`src/rtl/id_ex_operand_stage_pkg.sv`:
```
// Shared widths, register-file constants and ALU opcodes for the ID/EX operand stage.
// Also holds the forwarding-source select type used by the operand muxes.
package id_ex_operand_stage_pkg;

    localparam int DATA_W_DEF = 64;
    localparam int REG_W_DEF  = 5;
    localparam int CTRL_W_DEF = 4;

    // X31 reads as zero and is never a forwarding target
    localparam int XZR_IDX = 31;

    typedef enum logic [3:0] {
        ALU_AND   = 4'b0000,
        ALU_OR    = 4'b0001,
        ALU_ADD   = 4'b0010,
        ALU_SUB   = 4'b0110,
        ALU_PASSB = 4'b0111
    } alu_op_e;

    typedef enum logic [1:0] {
        FWD_REG   = 2'd0,
        FWD_EXMEM = 2'd1,
        FWD_MEMWB = 2'd2
    } fwd_sel_e;

endpackage

```
`src/rtl/id_ex_operand_stage_fwd.sv`:
```
// Priority forwarding mux for one ALU source operand.
// EX/MEM wins over MEM/WB; a source of XZR always uses the register-file value.
module operand_forward_mux
    import id_ex_operand_stage_pkg::*;
#(
    parameter int DATA_W = DATA_W_DEF,
    parameter int REG_W  = REG_W_DEF
) (
    input  logic [REG_W-1:0]  src,
    input  logic [DATA_W-1:0] reg_val,
    input  logic              exmem_wr,
    input  logic [REG_W-1:0]  exmem_rw,
    input  logic [DATA_W-1:0] exmem_busw,
    input  logic              memwb_wr,
    input  logic [REG_W-1:0]  memwb_rw,
    input  logic [DATA_W-1:0] memwb_busw,
    output logic [DATA_W-1:0] fwd
);

    localparam logic [REG_W-1:0] XZR = REG_W'(XZR_IDX);

    logic     src_is_xzr;
    logic     hit_exmem;
    logic     hit_memwb;
    fwd_sel_e sel;

    assign src_is_xzr = (src == XZR);
    assign hit_exmem  = exmem_wr && (exmem_rw == src) && !src_is_xzr;
    assign hit_memwb  = memwb_wr && (memwb_rw == src) && !src_is_xzr;

    always_comb begin
        sel = FWD_REG;
        if (hit_exmem) begin
            sel = FWD_EXMEM;
        end else if (hit_memwb) begin
            sel = FWD_MEMWB;
        end
    end

    always_comb begin
        fwd = reg_val;
        case (sel)
            FWD_EXMEM: fwd = exmem_busw;
            FWD_MEMWB: fwd = memwb_busw;
            default:   fwd = reg_val;
        endcase
    end

endmodule

```
`src/rtl/id_ex_operand_stage.sv`:
```
// ID/EX pipeline register with operand forwarding in front of the 64-bit ALU.
// Holds on stall (refreshing sources retired by MEM/WB), bubbles on flush.
module id_ex_operand_stage
    import id_ex_operand_stage_pkg::*;
#(
    parameter int DATA_W = DATA_W_DEF,
    parameter int REG_W  = REG_W_DEF,
    parameter int CTRL_W = CTRL_W_DEF
) (
    input  logic              Clk,
    input  logic              ResetL,
    input  logic              Stall,
    input  logic              Flush,
    input  logic              InValid,
    input  logic [DATA_W-1:0] RegA,
    input  logic [DATA_W-1:0] RegB,
    input  logic [DATA_W-1:0] Imm,
    input  logic [REG_W-1:0]  RA,
    input  logic [REG_W-1:0]  RB,
    input  logic [REG_W-1:0]  RW,
    input  logic              ALUSrc,
    input  logic [CTRL_W-1:0] ALUCtrlIn,
    input  logic              RegWrIn,
    input  logic              ExMemRegWr,
    input  logic [REG_W-1:0]  ExMemRW,
    input  logic [DATA_W-1:0] ExMemBusW,
    input  logic              MemWbRegWr,
    input  logic [REG_W-1:0]  MemWbRW,
    input  logic [DATA_W-1:0] MemWbBusW,
    output logic [DATA_W-1:0] BusA,
    output logic [DATA_W-1:0] BusB,
    output logic [CTRL_W-1:0] ALUCtrl,
    output logic [DATA_W-1:0] StoreData,
    output logic [REG_W-1:0]  RWOut,
    output logic              RegWrOut,
    output logic              OutValid
);

    localparam logic [REG_W-1:0] XZR = REG_W'(XZR_IDX);

    logic [DATA_W-1:0] rega_q;
    logic [DATA_W-1:0] regb_q;
    logic [DATA_W-1:0] imm_q;
    logic [REG_W-1:0]  ra_q;
    logic [REG_W-1:0]  rb_q;
    logic [REG_W-1:0]  rw_q;
    logic              alusrc_q;
    logic [CTRL_W-1:0] aluctrl_q;
    logic              regwr_q;
    logic              valid_q;

    logic              memwb_live;
    logic              refresh_a;
    logic              refresh_b;
    logic [DATA_W-1:0] fwd_a;
    logic [DATA_W-1:0] fwd_b;

    // A value retiring from MEM/WB while we are stalled would otherwise be lost
    assign memwb_live = MemWbRegWr && (MemWbRW != XZR);
    assign refresh_a  = memwb_live && (MemWbRW == ra_q);
    assign refresh_b  = memwb_live && (MemWbRW == rb_q);

    always_ff @(posedge Clk or negedge ResetL) begin
        if (!ResetL) begin
            rega_q    <= '0;
            regb_q    <= '0;
            imm_q     <= '0;
            ra_q      <= '0;
            rb_q      <= '0;
            rw_q      <= '0;
            alusrc_q  <= 1'b0;
            aluctrl_q <= '0;
            regwr_q   <= 1'b0;
            valid_q   <= 1'b0;
        end else if (Flush) begin
            rega_q    <= '0;
            regb_q    <= '0;
            imm_q     <= '0;
            ra_q      <= '0;
            rb_q      <= '0;
            rw_q      <= '0;
            alusrc_q  <= 1'b0;
            aluctrl_q <= '0;
            regwr_q   <= 1'b0;
            valid_q   <= 1'b0;
        end else if (Stall) begin
            if (refresh_a) begin
                rega_q <= MemWbBusW;
            end
            if (refresh_b) begin
                regb_q <= MemWbBusW;
            end
        end else begin
            rega_q    <= RegA;
            regb_q    <= RegB;
            imm_q     <= Imm;
            ra_q      <= RA;
            rb_q      <= RB;
            rw_q      <= RW;
            alusrc_q  <= ALUSrc;
            aluctrl_q <= ALUCtrlIn;
            regwr_q   <= RegWrIn;
            valid_q   <= InValid;
        end
    end

    operand_forward_mux #(
        .DATA_W (DATA_W),
        .REG_W  (REG_W)
    ) u_fwd_a (
        .src        (ra_q),
        .reg_val    (rega_q),
        .exmem_wr   (ExMemRegWr),
        .exmem_rw   (ExMemRW),
        .exmem_busw (ExMemBusW),
        .memwb_wr   (MemWbRegWr),
        .memwb_rw   (MemWbRW),
        .memwb_busw (MemWbBusW),
        .fwd        (fwd_a)
    );

    operand_forward_mux #(
        .DATA_W (DATA_W),
        .REG_W  (REG_W)
    ) u_fwd_b (
        .src        (rb_q),
        .reg_val    (regb_q),
        .exmem_wr   (ExMemRegWr),
        .exmem_rw   (ExMemRW),
        .exmem_busw (ExMemBusW),
        .memwb_wr   (MemWbRegWr),
        .memwb_rw   (MemWbRW),
        .memwb_busw (MemWbBusW),
        .fwd        (fwd_b)
    );

    // Stores need the forwarded RB even when the ALU is fed the immediate
    assign BusA      = fwd_a;
    assign BusB      = alusrc_q ? imm_q : fwd_b;
    assign StoreData = fwd_b;
    assign ALUCtrl   = aluctrl_q;
    assign RWOut     = rw_q;
    assign OutValid  = valid_q;
    assign RegWrOut  = regwr_q & valid_q;

endmodule

```
`config.mk`:
```
export PLATFORM = sky130hd
export DESIGN_NAME = id_ex_operand_stage
export DESIGN_NICKNAME = d
export VERILOG_FILES = /design/src/rtl/id_ex_operand_stage_pkg.sv /design/src/rtl/id_ex_operand_stage_fwd.sv /design/src/rtl/id_ex_operand_stage.sv
export SDC_FILE = /design/constraint.sdc
export NUM_CORES = 1
export LEC_CHECK = 0
export ABC_CLOCK_PERIOD_IN_PS = 2100
export CAP_MARGIN = 0
export CELL_PAD_IN_SITES_DETAIL_PLACEMENT = 1
export CELL_PAD_IN_SITES_GLOBAL_PLACEMENT = 1
export CORE_AREA = 2 2 216 218
export CTS_BUF_LIST = sky130_fd_sc_hd__clkbuf_8 sky130_fd_sc_hd__clkbuf_16
export DETAILED_ROUTE_END_ITERATION = 8
export DIE_AREA = 0 0 218 220
export HOLD_SLACK_MARGIN = 0.06
export MAX_ROUTING_LAYER = met4
export PLACE_DENSITY = 0.82
export SLEW_MARGIN = 20
export SYNTH_ARGS = -nofsm -noshare
export SYNTH_HDL_FRONTEND = slang
export SYNTH_SLANG_ARGS = --single-unit
```
`constraint.sdc`:
```
create_clock -name Clk -period 2.1 [get_ports Clk]
set_input_delay 0.42 -clock Clk [delete_from_list [all_inputs] [get_ports Clk]]
set_output_delay 0.42 -clock Clk [all_outputs]
set_load 0.1 [all_outputs]
```
==> flow_summary_export.csv <==
group,metric,value,unit
run_status,status,"finished, violations left",
run_status,violations,"setup timing",
sta,setup_slack,-1490,ps
critical_path,cp-startpoint,"rb_q[3]",
die,start_util,27.5,%
die,fp.coreArea,45900,µm²
critical_path,cp_max_fo,33,
cts,tritoncts,"yes",
yosys,ys_types,32,
yosys,avgSynthCellArea,9.05,µm²
die,std_cell_rows,79,
worst_hold_path,min_from,"Flush",
critical_path,start_kind,"flip-flop",
worst_hold_path,hold_class,"in -> reg",
yosys,ys_warn_count,0,
global_route,grt-ovfl-total,0,
sta,hold_ws,253,ps
placed_design,hpwlAfterDp,53900,µm
layout,syn_to_final_growth,129,%
critical_path,setup.worst_path.class,"reg -> out",
yosys,netlist_instances,1395,
die,fp.dieH,220,µm
sta,setup_violations,294,
global_route,grt_pass1_wl,127000,µm
power_and_ir_drop,p_per_area,644,nW/µm²
power_and_ir_drop,finalPower,18.6,mW
yosys,synth_common_cells,"278 x nor2_1, 214 x dfrtp_1, 150 x mux2i_1",
yosys,syn-num-nets,1753,
placed_design,gp_congestion,0.894,
cts,cts.sinks,214,
sta,hold_viol_final,0,
global_route,grt_max_degree,79,
job,cap_violations,0,
cts,ctsLongestPathBuffers,3,
sta,worst_pin_slew,622,ps
cts,cts_made_buffers,29,
cts,clk_pin_slew_worst_paths,60,ps
critical_path,worstSetupEndpointType,"primary output",
layout,fin_cells,2863,
power_and_ir_drop,vdd_drop_max,0.576,mV
sta,grt_setup_unrepaired,"true",
detailed_routing,route.vias.total,17000,
sta,clock.fmax,279,MHz
global_route,grt_pass1_vias,18500,
detailed_routing,dr.first_iter.drc_count,1244,
sta,relSlewSlack,58.2,%
detailed_routing,wl_per_cell,34.6,µm
yosys,synth-seq-area-share,42.4,%
layout,final_util,63.0,%
critical_path,r2r-start,"ra_q[4]",
sta,min_period,3590,ps
yosys,yosysMostFrequentCell,"nor2_1",
die,io_pins,561,
placed_design,placed_cells,2700,
yosys,synth_top_area_cell,"dfrtp_1",
layout,nNetsFinal,2570,
placed_design,port_buffers,560,
global_route,gr-usage-all-layers,36.6,%
detailed_routing,dr.pass1.iters,5,
cts,h-tree-depth,1,
layout,drive_gt1_share,46.6,%
sta,fin_crit_sh,171,%
detailed_routing,via_per_inst,5.95,
detailed_routing,ant_nets,0,
sta,finalMaxSlewViolations,0,
cts,clock_latency,590,ps
power_and_ir_drop,p_leak,11.8,nW
yosys,synth_edf_count,0,
yosys,synth_area,12600,µm²
yosys,synth_top_flop_cell,"dfrtp_1",
sta,fin_skew,24.7,ps
critical_path,arrival,3170,ps
critical_path,worstPathRequired,1680,ps
die,die_area,48000,µm²
die,die_w,218,µm
detailed_routing,routed_wirelength,99100,µm
cts,cts-root-buf,"clkbuf_16",
yosys,synth-seq-cells,214,
yosys,async_reset_ff_share,100,%
global_route,antenna_found_initial,29,
yosys,synth_area_leaders,"dfrtp_1 42%, mux2i_1 12%, nor2_1 8.3%",
detailed_routing,remaining_drc_errors,0,
yosys,synth_top_area_share,42.4,%
## flip-flops by register name, indices dropped and copies added, names as in the netlist
register,flops
rega_q,64
regb_q,64
rb_q,5
ALUCtrl,4
regwr_q,1
RWOut,5
imm_q,64
alusrc_q,1
ra_q,5
OutValid,1
## path summary, 6_finish.rpt
path / slack (ps) / end / depth (start not counted)
hold / removal: 250 / imm_q[35] / 2
setup reg to reg: -510 / rega_q[17] / 9
max in group asynchronous: 960 / regb_q[26] / 3
hold reg to reg: 550 / imm_q[52] / 2
min in group asynchronous: 430 / rega_q[38] / 2
setup / recovery: -1490 / BusB[62] / 10
## metal layers
| metal | vias to the layer above | part of all wire (%) | track usage [%] |
|---|---|---|---|
| li1 | 6730 | - | - |
| met1 | 8580 | 35 | 38.5 |
| met2 | 1272 | 49 | 63.3 |
| met3 | 454 | 9.2 | 8.86 |
| met4 | 0 | 7.2 | 20.0 |
| met5 | - | 0 | - |
## report_power, final
part           internal, mW  total (mW)  switching [mW]
registers              4.39        4.60           0.212
clock network          2.88        5.05            2.18
logic                  3.62        8.96            5.35
total                  10.9        18.6            7.73
## final cells by class
cell class	count	area, µm²
diodes	29	72.6
clock buffers	34	795
clock inverters	12	101
fillers	4420	17000
inverters	48	180
multi-input cells	992	9930
flip-flops and latches	214	5370
well taps	607	759
repair buffers	927	11700
## worst max-delay path: stages, from the launching register on
cell,delay (ps)
dfrtp_2,470
buf_6,140
xnor2_2,130
nand4_1,150
buf_6,180
buf_12,170
nor3_1,540
buf_4,240
a31oi_4,50
mux2_4,310
buf_12,170
## cells in the final DEF (no fill, tap or decap), types with 29 or more instances in the layout
master,synthesis,final
o21ai_1,0,44
or3_4,0,47
nor2_1,278,237
diode_2,0,29
a31oi_4,0,64
a311oi_1,64,60
buf_6,10,91
a211oi_1,64,37
nor3_1,64,59
mux2i_1,150,88
buf_12,0,225
inv_1,48,55
mux2_4,0,64
buf_4,1,215
clkdlybuf4s50_1,0,352
a21oi_4,0,64
nor2_2,0,34
dfrtp_1,214,207
mux2i_4,0,61
clkbuf_16,0,40
## kinds of logic (layout without fill, tap and decap cells)
| group | after synthesis | in the layout | share of synthesized area (%) |
|---|---|---|---|
| muxes | 214 | 214 | 17.6 |
| buffers and inverters | 189 | 1021 | 6.46 |
| xor gates and xnor gates | 20 | 20 | 1.45 |
| AOI/OAI and AO/OA | 322 | 322 | 16.7 |
| and+or+nand+nor | 436 | 436 | 15.4 |
| other | 0 | 29 | 0 |
| DFF | 214 | 214 | 42.4 |
## stage by stage
| stage | setup WS (ps) | TNS, ps | cell area (µm²) |
|---|---|---|---|
| 4_1_cts | -1160 | -209250 | 27700 |
| 6_report | -1490 | -248870 | 28900 |
| 2_1_floorplan | -968 | -93450 | 15100 |
| 3_3_place_gp | -1170 | -267230 | 25000 |
| 5_1_grt | -1580 | -263300 | 28900 |
| 3_5_place_dp | -1280 | -291660 | 25000 |
## timing repair
item,in CTS,in global routing
cloned,10,14
resized for setup,298,143
pin swaps,33,44
hold buffers,1,0
setup buffers,42,43
hold endpoints to repair,44,0
endpoints found under the setup margin,306,296
Note: power is estimated with default switching activity, not from simulation.
